===== src/rtl/gpio_conditioner_channel.sv =====
// One GPIO channel: loopback mux, synchroniser, debounce filter and sticky edge interrupt.
module gpio_conditioner_channel #(
    parameter int unsigned SYNC_STAGES     = 2,
    parameter int unsigned DEBOUNCE_CYCLES = 16
) (
    input  logic clk_i,
    input  logic rst_i,
    input  logic pad_i,
    input  logic out_i,
    input  logic oe_i,
    input  logic rise_en_i,
    input  logic fall_en_i,
    input  logic clear_i,
    output logic level_o,
    output logic pending_o
);

    localparam int unsigned CNT_W = $clog2(DEBOUNCE_CYCLES + 1);
    localparam logic [CNT_W-1:0] CNT_LAST = CNT_W'(DEBOUNCE_CYCLES - 1);

    logic                   raw;
    logic                   sync;
    logic                   toggle;
    logic                   rise;
    logic                   fall;
    logic [SYNC_STAGES-1:0] sync_q, sync_d;
    logic [CNT_W-1:0]       cnt_q, cnt_d;
    logic                   stable_q, stable_d;
    logic                   pending_q, pending_d;

    always_comb begin
        raw    = oe_i ? out_i : pad_i;
        sync_d = {sync_q[SYNC_STAGES-2:0], raw};
        sync   = sync_q[SYNC_STAGES-1];
        toggle = (sync != stable_q) && (cnt_q == CNT_LAST);

        if (sync == stable_q || toggle) begin
            cnt_d = '0;
        end else begin
            cnt_d = cnt_q + 1'b1;
        end
        stable_d = stable_q ^ toggle;

        // Events are qualified by the pre-toggle stable value; set beats clear.
        rise      = toggle & ~stable_q;
        fall      = toggle & stable_q;
        pending_d = (rise & rise_en_i) | (fall & fall_en_i) | (pending_q & ~clear_i);
    end

    always_ff @(posedge clk_i) begin
        if (rst_i) begin
            sync_q    <= '0;
            cnt_q     <= '0;
            stable_q  <= 1'b0;
            pending_q <= 1'b0;
        end else begin
            sync_q    <= sync_d;
            cnt_q     <= cnt_d;
            stable_q  <= stable_d;
            pending_q <= pending_d;
        end
    end

    assign level_o   = stable_q;
    assign pending_o = pending_q;

endmodule


===== src/rtl/gpio_conditioner.sv =====
// GPIO input conditioner: per-pin channels plus the aggregated interrupt line.
module gpio_conditioner #(
    parameter int unsigned GPIO_WIDTH      = 8,
    parameter int unsigned SYNC_STAGES     = 2,
    parameter int unsigned DEBOUNCE_CYCLES = 16
) (
    input  logic                  clock,
    input  logic                  reset,
    input  logic [GPIO_WIDTH-1:0] gpio_pad_in,
    input  logic [GPIO_WIDTH-1:0] gpio_output,
    input  logic [GPIO_WIDTH-1:0] gpio_oe,
    input  logic [GPIO_WIDTH-1:0] irq_rise_en,
    input  logic [GPIO_WIDTH-1:0] irq_fall_en,
    input  logic [GPIO_WIDTH-1:0] irq_clear,
    output logic [GPIO_WIDTH-1:0] gpio_input,
    output logic [GPIO_WIDTH-1:0] irq_pending,
    output logic                  irq
);

    if (GPIO_WIDTH < 1 || GPIO_WIDTH > 32 || SYNC_STAGES < 2 || DEBOUNCE_CYCLES < 1) begin : g_param_check
        $error("gpio_conditioner: illegal parameters GPIO_WIDTH=%0d SYNC_STAGES=%0d DEBOUNCE_CYCLES=%0d",
               GPIO_WIDTH, SYNC_STAGES, DEBOUNCE_CYCLES);
    end

    for (genvar i = 0; i < GPIO_WIDTH; i++) begin : g_chan
        gpio_conditioner_channel #(
            .SYNC_STAGES     (SYNC_STAGES),
            .DEBOUNCE_CYCLES (DEBOUNCE_CYCLES)
        ) u_chan (
            .clk_i     (clock),
            .rst_i     (reset),
            .pad_i     (gpio_pad_in[i]),
            .out_i     (gpio_output[i]),
            .oe_i      (gpio_oe[i]),
            .rise_en_i (irq_rise_en[i]),
            .fall_en_i (irq_fall_en[i]),
            .clear_i   (irq_clear[i]),
            .level_o   (gpio_input[i]),
            .pending_o (irq_pending[i])
        );
    end

    assign irq = |irq_pending;

endmodule


===== config.mk =====
export PLATFORM = sky130hd
export DESIGN_NAME = gpio_conditioner
export DESIGN_NICKNAME = d
export VERILOG_FILES = /design/src/rtl/gpio_conditioner_channel.sv /design/src/rtl/gpio_conditioner.sv
export SDC_FILE = /design/constraint.sdc
export NUM_CORES = 1
export LEC_CHECK = 0
export CORE_ASPECT_RATIO = 2
export CORE_MARGIN = 10
export CORE_UTILIZATION = 30
export CTS_CLUSTER_SIZE = 12
export DETAILED_ROUTE_END_ITERATION = 16
export HOLD_SLACK_MARGIN = 0.15
export PLACE_DENSITY = 0.58
export SETUP_SLACK_MARGIN = 0.5
export SYNTH_ARGS = -nofsm -noshare
export SYNTH_HDL_FRONTEND = slang
export SYNTH_SLANG_ARGS = --single-unit

===== constraint.sdc =====
create_clock -name clock -period 3.7 [get_ports clock]
set_input_delay 0.555 -clock clock [delete_from_list [all_inputs] [get_ports clock]]
set_output_delay 0.555 -clock clock [all_outputs]
set_load 0.02 [all_outputs]

==> out/metrics.cfg <==
[status]
status = complete, no violations

[worst_setup_path]
cp_cell_sequence = nor4_1 -> nand2_1 -> clkdlybuf4s50_1
end_kind = output port
reg2reg_to = g_chan[2].u_chan.cnt_q[2]
critPathBufInv = 1
setup.worst_path.start_class = flip-flop
crit_family = buffers and inverters
cp_slowest_cell = clkdlybuf4s50_1
reg2reg_depth = 6
slowest_delay_ns = 0.54
worst-path-max-fanout = 3
crit_arrival_ns = 1.53
worst_ep_required_time_ns = 3.14
timing.rr.start = g_chan[2].u_chan.cnt_q[0]
crit_type = reg2out
r2r_setup_slack_ns = 2.30

[yosys]
synth_edf_count = 0
ys_types = 20
yosysMostFrequentCell = dfxtp_1
synthTopCellsByCount = 72 x dfxtp_1, 64 x nor2_1, 24 x inv_1, 24 x nor2b_1
synth_cells = 304
ys_seq_area_frac = 0.486
async_flop_share = 0
ys_ff_latch = 72
synth_top_area_cell = dfxtp_1
avgSynthCellArea_um2 = 9.76
synth_top_area_share = 0.486
netlist_top_cells_area = dfxtp_1 49%, nor2_1 8.1%, ha_1 6.7%
synthFlopType = dfxtp_1
synth_area_mm2 = 0.00297
syn-num-nets = 370
yosysWarnings = 0

[timing]
finalClockSkew_ns = 0.00329
finalMaxSlewViolations = 0
min_period_ns = 2.08
rsz0062_at_grt = no
hold_viol = 0
maxSlewHeadroom = 0.414
worst_slew_pin_slew_ns = 0.879
finalCritPeriodShare = 0.563
finalSetupTns_ns = 0
clock.fmax_mhz = 480
finalSetupViolCount = 0

[power]
power_switching_share = 0.200
internal-power_uw = 1320
pwr_density_cell_mw_per_mm2 = 423
ir_worst_vdd_uv = 222
seq_power_share = 0.483
switching_power_uw = 330
power.leakage_uw = 0.00147
pwr-share-clk = 0.461
pwr-share-comb = 0.056

[global_route]
grt_pass1_wl_um = 9910
grt_usage = 0.0864
grt_start_max_net_pins = 49
grt_pass1_vias = 2285
antenna_found_initial = 0
grt-ovfl-total = 0

[worst_hold_path]
whs_path_depth = 1
min_path_type = reg2reg
worstHoldStart = g_chan[4].u_chan.sync_q[0]
min_to = g_chan[4].u_chan.sync_q[1]

[die]
core_mm2 = 0.00970
num_rows = 51
die_x_um = 90.3
start_util = 0.306
die-area_mm2 = 0.0145
die-height_um = 161
io_pins = 67

[routing]
avgRoutedWirePerCell_um = 11.7
remaining_drc_errors = 0
avgViaCountPerCell = 4.28
ant_nets = 0
drtIter0Drc = 73
vias = 2126
routed_wl_um = 5830
first_pass_iters = 4

[cts]
cts-buffers-inserted = 9
clockBufferDepth = 2
hold_buffers = 0
cts_resized = 0
worst_skew_pair.late_latency_ns = 0.33
cts_root_buffer = clkbuf_16
postCtsSetupBuffers = 0
cts_tree = built
cts.sinks = 72
htree_num_levels = 3
clk_pin_slew_ns = 0.05

[finish]
syn2layout_area_growth_pct = 31.3
drive_above_1_share = 0.0740
antenna_cells = 0
design_area_mm2 = 0.00390
finalNetCount = 426

[placement]
io_buffers = 66
gp_congestion = 0.697
dpl_cell_area_mm2 = 0.00363
dp_hpwl_um = 4660

[run]
maxCapViolCount = 0

==> final cells by class <==
type                    instances  area, µm²
fillers                      1013       5800
inverters                      24       90.1
flip-flops and latches         72       1440
multi-input cells             187       1280
clock inverters                 4       20.0
well taps                     132        165
clock buffers                  12        246
repair buffers                 66        656
==> per-layer routing <==
metal,up-vias,wire length (µm),part of all wire,global-route usage
li1,1091,-,-,-
met1,972,2230,0.38,0.0780
met2,55,3090,0.53,0.155
met3,8,344,0.059,0.0331
met4,0,165,0.028,0.0590
met5,-,0,0,0
==> cell families (layout without fill, tap and decap cells) <==
kind of cell / after synthesis / after routing / share of synthesized area
buffers and inverters: 45 / 106 / 0.0835
DFF: 72 / 72 / 0.486
and+or+nand+nor: 115 / 115 / 0.184
AOI/OAI and AO/OA: 24 / 24 / 0.0776
xor gates and xnor gates: 16 / 16 / 0.0472
adders and majority gates: 16 / 16 / 0.0675
muxes: 16 / 16 / 0.0540
==> per-stage QoR <==
step / setup WS, ns / util / total power [µW] / std cells / hold WS (ns)
3_5_place_dp: 1.95 / 0.374 / 906 / 481 / 0.425
4_1_cts: 1.58 / 0.402 / 1680 / 497 / 0.437
2_1_floorplan: 2.42 / - / 846 / 304 / 0.414
5_1_grt: 1.46 / 0.402 / 1720 / 497 / 0.460
6_report: 1.62 / 0.402 / 1650 / 497 / 0.434
3_3_place_gp: 1.93 / 0.374 / 904 / 481 / 0.421
==> layout by cell type (no fill, tap or decap) <==
cell type	count
dfxtp_1	72
inv_1	24
clkdlybuf4s50_1	65
clkbuf_16	9
xor2_1	8
nor2_1	64
clkbuf_1	2
nor2b_1	24
clkbuf_8	1
o21ai_2	8
mux2i_1	16
nand2_1	1
o32ai_2	4
clkinv_2	4
xnor2_1	8
nand3_1	8
and3_1	8
o32ai_1	4
a22oi_1	8
ha_1	16
buf_2	1
nand2b_1	8
nor4_1	2
==> worst max-delay path by stage <==
stage / from / end / slack [ns] / depth (start not counted)
after global routing: g_chan[1].u_chan.pending_o / irq / 1.46 / 3
final: g_chan[1].u_chan.pending_o / irq / 1.62 / 3
after floorplan: g_chan[1].u_chan.pending_o / irq / 2.42 / 2
after global placement: g_chan[1].u_chan.pending_o / irq / 1.93 / 3
after detailed placement: reset / g_chan[3].u_chan.cnt_q[2] / 1.95 / 4
after CTS: g_chan[1].u_chan.pending_o / irq / 1.58 / 3
==> power groups by stage <==
| stage | registers, µW | logic, µW | clock network [µW] |
|---|---|---|---|
| after floorplan | 810 | 36.5 | 0 |
| after global placement | 811 | 93.2 | 0 |
| after detailed placement | 811 | 94.5 | 0 |
| after CTS | 795 | 94.8 | 795 |
| after global routing | 796 | 101 | 821 |
| final | 795 | 92.3 | 759 |
(Power assumes the default switching activity.)
